**config.mk**
```make
export PLATFORM = sky130hd
export DESIGN_NAME = estimador_func_demux_21_3_seq_flat
export DESIGN_NICKNAME = d
export VERILOG_FILES = /design/src/rtl/estimador_func_demux_21_3_seq_if.sv /design/src/rtl/estimador_func_demux_21_3_seq.sv /design/src/flat_wrapper.sv
export SDC_FILE = /design/constraint.sdc
export NUM_CORES = 1
export LEC_CHECK = 0
export BUFFER_PORTS_ARGS = -buffer_cell sky130_fd_sc_hd__buf_4
export CAP_MARGIN = 25
export CORE_UTILIZATION = 25
export DETAILED_ROUTE_END_ITERATION = 10
export PLACE_DENSITY = 0.56
export SETUP_SLACK_MARGIN = 0.02
export SLEW_MARGIN = 10
export SYNTH_ARGS = -nofsm -noshare
export SYNTH_HDL_FRONTEND = slang
export SYNTH_SLANG_ARGS = --single-unit
export TNS_END_PERCENT = 20
```
**constraint.sdc**
```tcl
create_clock -name ap_clk -period 2.4 [get_ports ap_clk]
set_input_delay 0.12 -clock ap_clk [delete_from_list [all_inputs] [get_ports ap_clk]]
set_output_delay 0.12 -clock ap_clk [all_outputs]
set_load 0.01 [all_outputs]
```
**src/rtl/estimador_func_demux_21_3_seq_if.sv**
```systemverilog
// Bundle for the 1:3 word demultiplexer: one valid/ready input stream
// and three valid/ready output channels, plus frame and select-error status.
interface estimador_func_demux_21_3_seq_if #(
   parameter int DATA_WIDTH = 21,
   parameter int SEL_WIDTH  = 2
);
   logic [DATA_WIDTH-1:0] din;
   logic [SEL_WIDTH-1:0]  din_sel;
   logic                  din_seq_mode;
   logic                  din_vld;
   logic                  din_rdy;

   logic [DATA_WIDTH-1:0] dout0;
   logic [DATA_WIDTH-1:0] dout1;
   logic [DATA_WIDTH-1:0] dout2;
   logic                  dout0_vld;
   logic                  dout1_vld;
   logic                  dout2_vld;
   logic                  dout0_rdy;
   logic                  dout1_rdy;
   logic                  dout2_rdy;

   logic                  frame_done;
   logic                  err_sel;

   // Producer side: drives the input word and the consumer ready lines.
   modport master (
      output din, din_sel, din_seq_mode, din_vld,
      input  din_rdy,
      input  dout0, dout1, dout2, dout0_vld, dout1_vld, dout2_vld,
      output dout0_rdy, dout1_rdy, dout2_rdy,
      input  frame_done, err_sel
   );

   // Demultiplexer side.
   modport slave (
      input  din, din_sel, din_seq_mode, din_vld,
      output din_rdy,
      output dout0, dout1, dout2, dout0_vld, dout1_vld, dout2_vld,
      input  dout0_rdy, dout1_rdy, dout2_rdy,
      output frame_done, err_sel
   );
endinterface

```
**src/rtl/estimador_func_demux_21_3_seq.sv**
```systemverilog
// 1:3 demultiplexer scattering a serialized 21-bit state vector onto three
// 1-deep holding channels, routed by explicit select or by an internal sequencer.
module estimador_func_demux_21_3_seq #(
   parameter int DATA_WIDTH = 21,
   parameter int SEL_WIDTH  = 2
) (
   input logic                              ap_clk,
   input logic                              ap_rst_n,
   estimador_func_demux_21_3_seq_if.slave   bus
);

   typedef enum logic [1:0] {
      SEQ_CH0 = 2'd0,
      SEQ_CH1 = 2'd1,
      SEQ_CH2 = 2'd2
   } seq_state_t;

   seq_state_t                   seq_state_p1;
   seq_state_t                   seq_next;

   logic signed [DATA_WIDTH-1:0] chan_data_p1 [3];
   logic [2:0]                   chan_vld_p1;
   logic [2:0]                   chan_rdy;
   logic [2:0]                   chan_free;
   logic                         frame_done_p1;
   logic                         err_sel_p1;

   logic [1:0]                   target;
   logic                         target_free;
   logic                         din_rdy_c;
   logic                         xfer;
   logic                         sel_bad;

   // Decode must stay identical to the companion 3:1 mux: sel[1] wins, so 3 maps to channel 2.
   function automatic logic [1:0] decode_target(input logic                 seq_mode,
                                                input logic [SEL_WIDTH-1:0] sel,
                                                input seq_state_t           st);
      logic [1:0] t;
      if (seq_mode)
         t = st;
      else if (sel[1])
         t = 2'd2;
      else if (sel[0])
         t = 2'd1;
      else
         t = 2'd0;
      return t;
   endfunction

   assign chan_rdy  = {bus.dout2_rdy, bus.dout1_rdy, bus.dout0_rdy};
   assign chan_free = ~chan_vld_p1 | chan_rdy;
   assign target    = decode_target(bus.din_seq_mode, bus.din_sel, seq_state_p1);

   always_comb begin
      target_free = 1'b0;
      case (target)
         2'd0:    target_free = chan_free[0];
         2'd1:    target_free = chan_free[1];
         default: target_free = chan_free[2];
      endcase
   end

   assign din_rdy_c = ap_rst_n & target_free;
   assign xfer      = bus.din_vld & din_rdy_c;
   assign sel_bad   = ~bus.din_seq_mode & (bus.din_sel == SEL_WIDTH'(3));

   always_comb begin
      seq_next = seq_state_p1;
      if (!bus.din_seq_mode) begin
         seq_next = SEQ_CH0;
      end else if (xfer) begin
         case (seq_state_p1)
            SEQ_CH0: seq_next = SEQ_CH1;
            SEQ_CH1: seq_next = SEQ_CH2;
            default: seq_next = SEQ_CH0;
         endcase
      end
   end

   always_ff @(posedge ap_clk or negedge ap_rst_n) begin
      if (!ap_rst_n)
         seq_state_p1 <= SEQ_CH0;
      else
         seq_state_p1 <= seq_next;
   end

   // Stage p0 -> p1: load the target channel, drain the others independently.
   always_ff @(posedge ap_clk or negedge ap_rst_n) begin
      if (!ap_rst_n) begin
         for (int k = 0; k < 3; k++) begin
            chan_data_p1[k] <= '0;
         end
         chan_vld_p1   <= '0;
         frame_done_p1 <= 1'b0;
         err_sel_p1    <= 1'b0;
      end else begin
         for (int k = 0; k < 3; k++) begin
            if (xfer && (target == k[1:0])) begin
               chan_data_p1[k] <= bus.din;
               chan_vld_p1[k]  <= 1'b1;
            end else if (chan_vld_p1[k] && chan_rdy[k]) begin
               chan_vld_p1[k]  <= 1'b0;
            end
         end
         frame_done_p1 <= xfer & bus.din_seq_mode & (seq_state_p1 == SEQ_CH2);
         if (xfer && sel_bad)
            err_sel_p1 <= 1'b1;
      end
   end

   assign bus.din_rdy    = din_rdy_c;
   assign bus.dout0      = chan_data_p1[0];
   assign bus.dout1      = chan_data_p1[1];
   assign bus.dout2      = chan_data_p1[2];
   assign bus.dout0_vld  = chan_vld_p1[0];
   assign bus.dout1_vld  = chan_vld_p1[1];
   assign bus.dout2_vld  = chan_vld_p1[2];
   assign bus.frame_done = frame_done_p1;
   assign bus.err_sel    = err_sel_p1;

endmodule

```
**src/flat_wrapper.sv**
```systemverilog
// flat-port wrapper written by rule: the top's interface ports become plain ports
module estimador_func_demux_21_3_seq_flat 
#(
   parameter int DATA_WIDTH = 21,
   parameter int SEL_WIDTH  = 2
)
  (ap_clk, ap_rst_n, bus_din, bus_din_sel, bus_din_seq_mode, bus_din_vld, bus_din_rdy, bus_dout0, bus_dout1, bus_dout2, bus_dout0_vld, bus_dout1_vld, bus_dout2_vld, bus_dout0_rdy, bus_dout1_rdy, bus_dout2_rdy, bus_frame_done, bus_err_sel);
  estimador_func_demux_21_3_seq_if #(.DATA_WIDTH(DATA_WIDTH), .SEL_WIDTH(SEL_WIDTH)) bus_i ();
  input logic ap_clk;
  input logic ap_rst_n;
  input wire logic [$bits(bus_i.din)-1:0] bus_din;
  input wire logic [$bits(bus_i.din_sel)-1:0] bus_din_sel;
  input wire logic [$bits(bus_i.din_seq_mode)-1:0] bus_din_seq_mode;
  input wire logic [$bits(bus_i.din_vld)-1:0] bus_din_vld;
  output wire logic [$bits(bus_i.din_rdy)-1:0] bus_din_rdy;
  output wire logic [$bits(bus_i.dout0)-1:0] bus_dout0;
  output wire logic [$bits(bus_i.dout1)-1:0] bus_dout1;
  output wire logic [$bits(bus_i.dout2)-1:0] bus_dout2;
  output wire logic [$bits(bus_i.dout0_vld)-1:0] bus_dout0_vld;
  output wire logic [$bits(bus_i.dout1_vld)-1:0] bus_dout1_vld;
  output wire logic [$bits(bus_i.dout2_vld)-1:0] bus_dout2_vld;
  input wire logic [$bits(bus_i.dout0_rdy)-1:0] bus_dout0_rdy;
  input wire logic [$bits(bus_i.dout1_rdy)-1:0] bus_dout1_rdy;
  input wire logic [$bits(bus_i.dout2_rdy)-1:0] bus_dout2_rdy;
  output wire logic [$bits(bus_i.frame_done)-1:0] bus_frame_done;
  output wire logic [$bits(bus_i.err_sel)-1:0] bus_err_sel;
  assign bus_i.din = bus_din;
  assign bus_i.din_sel = bus_din_sel;
  assign bus_i.din_seq_mode = bus_din_seq_mode;
  assign bus_i.din_vld = bus_din_vld;
  assign bus_din_rdy = bus_i.din_rdy;
  assign bus_dout0 = bus_i.dout0;
  assign bus_dout1 = bus_i.dout1;
  assign bus_dout2 = bus_i.dout2;
  assign bus_dout0_vld = bus_i.dout0_vld;
  assign bus_dout1_vld = bus_i.dout1_vld;
  assign bus_dout2_vld = bus_i.dout2_vld;
  assign bus_i.dout0_rdy = bus_dout0_rdy;
  assign bus_i.dout1_rdy = bus_dout1_rdy;
  assign bus_i.dout2_rdy = bus_dout2_rdy;
  assign bus_frame_done = bus_i.frame_done;
  assign bus_err_sel = bus_i.err_sel;
  estimador_func_demux_21_3_seq #(.DATA_WIDTH(DATA_WIDTH), .SEL_WIDTH(SEL_WIDTH)) u_core (.ap_clk(ap_clk), .ap_rst_n(ap_rst_n), .bus(bus_i));
endmodule
```
==> impl_metrics.env <==
export IMPL_ys_flop_type="dfrtp_1"
export IMPL_cts_buffers=9
export IMPL_root_buffer="clkbuf_16"
export IMPL_syn_inst=174
export IMPL_synth_top_area_cell="dfrtp_1"
export IMPL_io_buffers=98
export IMPL_seq_area_frac_synth_pct=62.1
export IMPL_vias_per_cell=4.29
export IMPL_synth_edf_count=0
export IMPL_synth_top_area_share_pct=62.1
export IMPL_r2r_cells=5
export IMPL_h_tree_depth=3
export IMPL_wl_per_cell_um=15.2
export IMPL_ys_top_cells_by_count="dfrtp_1, mux2_2, mux2_4"
export IMPL_routabilityCongestion=0.747
export IMPL_r2r_end="u_core.bus.dout2[8]"
export IMPL_synth_area_top_cells="dfrtp_1, mux2_2, mux2_4"
export IMPL_setup_viol=0
export IMPL_cp_required_ns=2.61
export IMPL_rows=38
export IMPL_detail_route_iter0_violations=29
export IMPL_syn2layout_area_growth_pct=43.9
export IMPL_dieArea_um2=11700
export IMPL_grt_pass1_wl_mm=10.4
export IMPL_fin_cells=426
export IMPL_grt_max_degree=71
export IMPL_numClockSinks=70
export IMPL_fmax_mhz=469
export IMPL_grt_pass1_vias=1962
export IMPL_dpl_cell_count=411
export IMPL_overflow=0
export IMPL_n_fill_cell=1060
export IMPL_period_minus_slack_ns=2.13
export IMPL_peakVddDrop_mv=0.399
export IMPL_synthArstFlopShare_pct=100
export IMPL_tns_ns=0
export IMPL_finClkSkew_ns=0.00642
export IMPL_synth_area_um2=2820
export IMPL_path_delay_family="simple AND/OR/NAND/NOR gates"
export IMPL_nNetsFinal=312
export IMPL_post_cts_setup_buffer_count=0
export IMPL_cts_hold_buf=0
export IMPL_ff2ff_setup_slack_ns=0.27
export IMPL_slowest_delay_ns=0.55
export IMPL_dpl_cell_area_um2=3730
export IMPL_cts_tree="built"
export IMPL_cp_slowest_cell="nor3_4"
export IMPL_die_width_um=108
export IMPL_dr_pass1_iters=5
export IMPL_power_per_cell_area_nw_per_um2=1040
export IMPL_cp_max_fo=11
export IMPL_start_util_pct=25.8
export IMPL_synth_most_common_cell="dfrtp_1"
export IMPL_via_count=1829
export IMPL_relSlewSlack_pct=41.1
export IMPL_ios=99
export IMPL_die_h_um=108
export IMPL_fin_area_um2=4060
export IMPL_critical_path_cell_chain="and3b_1 -> o21ai_0 -> nor3_4 -> buf_4 -> mux2_2"
export IMPL_hold_path_class="in2async"
export IMPL_grt_setup_unrepaired="no"
export IMPL_cp_end_kind="flip-flop"
export IMPL_critPathLaunchType="flip-flop"
export IMPL_drv_slew=0
export IMPL_synth_fp_nets=204
export IMPL_critPathBufInv=1
export IMPL_finalHoldViolations=0
export IMPL_ys_seq_elements=70
export IMPL_reg2reg_from="u_core.seq_state_p1[0]"
export IMPL_clockBufferDepth=2
export IMPL_diodes=0
export IMPL_drc=0
export IMPL_ys_warn_count=0
export IMPL_dp_final_hpwl_mm=4.55
export IMPL_crit_arrival_ns=2.34
export IMPL_path_clk_slew_ns=0.06
export IMPL_outcome="finished, final reports clean"
export IMPL_antenna_found_initial=0
export IMPL_clk_latency_ns=0.33
export IMPL_drtAntennaViolNets=0
export IMPL_period_share_pct=88.9
export IMPL_wl_mm=6.46
export IMPL_syn_area_per_cell_um2=16.2
export IMPL_drive_above_1_share_pct=63.3
export IMPL_ys_types=30
export IMPL_grt_use_total_pct=11.9
export IMPL_cap_violations=0
export IMPL_core_um2=10900
export IMPL_p_leak_nw=1.91
export IMPL_setup_worst_path_class="reg2reg"
export IMPL_worst_pin_slew_ns=0.883
==> area by class of cell <==
cell class	count	area [µm²]	share of cell area (%)
Clock buffer	10	239	5.89
Clock inverter	5	82.6	2.04
Inverter	2	7.51	0.185
Multi-Input combinational cell	94	1010	25.0
Sequential cell	70	1750	43.2
Tap cell	140	175	4.32
Timing Repair Buffer	105	788	19.4
==> stage by stage <==
step                      power [mW]  utilization, %  worst slack, ns  hold slack (ns)
after floorplan                 2.18               -            0.434           -0.176
after global placement          2.82            34.1           0.0880            0.361
after detailed placement        2.84            34.1          0.00257            0.363
after CTS                       4.31            37.1            0.252           0.0175
after global routing            4.48            37.1            0.155           0.0208
final                           4.23            37.1            0.267           0.0273
==> logic make-up (layout without fill, tap and decap cells) <==
| group | after synthesis | after routing | synth area share (%) |
|---|---|---|---|
| compound gates | 10 | 10 | 3.33 |
| buf+inv | 10 | 122 | 2.35 |
| flops | 70 | 70 | 62.1 |
| mux | 66 | 66 | 27.6 |
| simple gates | 18 | 18 | 4.66 |
==> placed cells by master (no fill, tap or decap), types with 2 or more instances in the layout <==
cell,Yosys,layout
a21o_1,2,2
buf_4,3,105
bufinv_16,0,2
clkbuf_16,0,9
dfrtp_1,70,70
inv_1,2,2
mux2_1,9,9
mux2_2,44,44
mux2_4,10,10
mux2i_1,3,3
nand2_1,4,4
nand2b_1,3,3
nor3_1,3,2
==> worst max path at each step <==
stage | start | to | slack [ns] | cells past startpoint
6_report | u_core.seq_state_p1[0] | u_core.bus.dout2[8] | 0.27 | 5
5_1_grt | u_core.seq_state_p1[0] | u_core.bus.dout2[8] | 0.16 | 5
4_1_cts | u_core.seq_state_p1[0] | u_core.bus.dout2[8] | 0.25 | 5
3_5_place_dp | u_core.seq_state_p1[0] | u_core.bus.dout2[8] | 0.003 | 5
3_3_place_gp | u_core.seq_state_p1[0] | u_core.bus.dout2[9] | 0.09 | 5
2_1_floorplan | u_core.seq_state_p1[0] | u_core.bus.dout0[10] | 0.43 | 5
==> sequential cells by signal (all words and copies together), names as in the netlist <==
| name | flops |
|---|---|
| u_core.seq_state_p1 | 2 |
| u_core.bus.dout1 | 21 |
| u_core.chan_vld_p1 | 3 |
| u_core.bus.err_sel | 1 |
| u_core.bus.dout0 | 21 |
| u_core.bus.dout2 | 21 |
| u_core.bus.frame_done | 1 |
==> timing repair <==
item,in CTS,in global routing
setup endpoints to repair,11,0
endpoints found under the hold margin,0,0
resized for setup,1,0
==> metal layers <==
metal | wire [µm] | share of wire [%] | global-route usage [%] | vias up
li1 | - | - | - | 835
met1 | 2910 | 45 | 15.3 | 926
met2 | 3080 | 48 | 18.3 | 55
met3 | 343 | 5.3 | 3.32 | 13
met4 | 115 | 1.8 | 5.58 | 0
met5 | 0 | 0 | 0 | -
==> report_power, final <==
part           switching (mW)  internal, mW  leakage [nW]
combinational           0.435         0.681         0.901
clock                   0.500         0.936         0.159
sequential              0.183          1.50         0.847
total                    1.12          3.12          1.91
==> worst register-to-register path: stages (launching register included) <==
cell and delay, ns:
dfrtp_1 0.41, and3b_1 0.22, o21ai_0 0.15, nor3_4 0.55, buf_4 0.32, mux2_2 0.36
(Power assumes the default switching activity.)
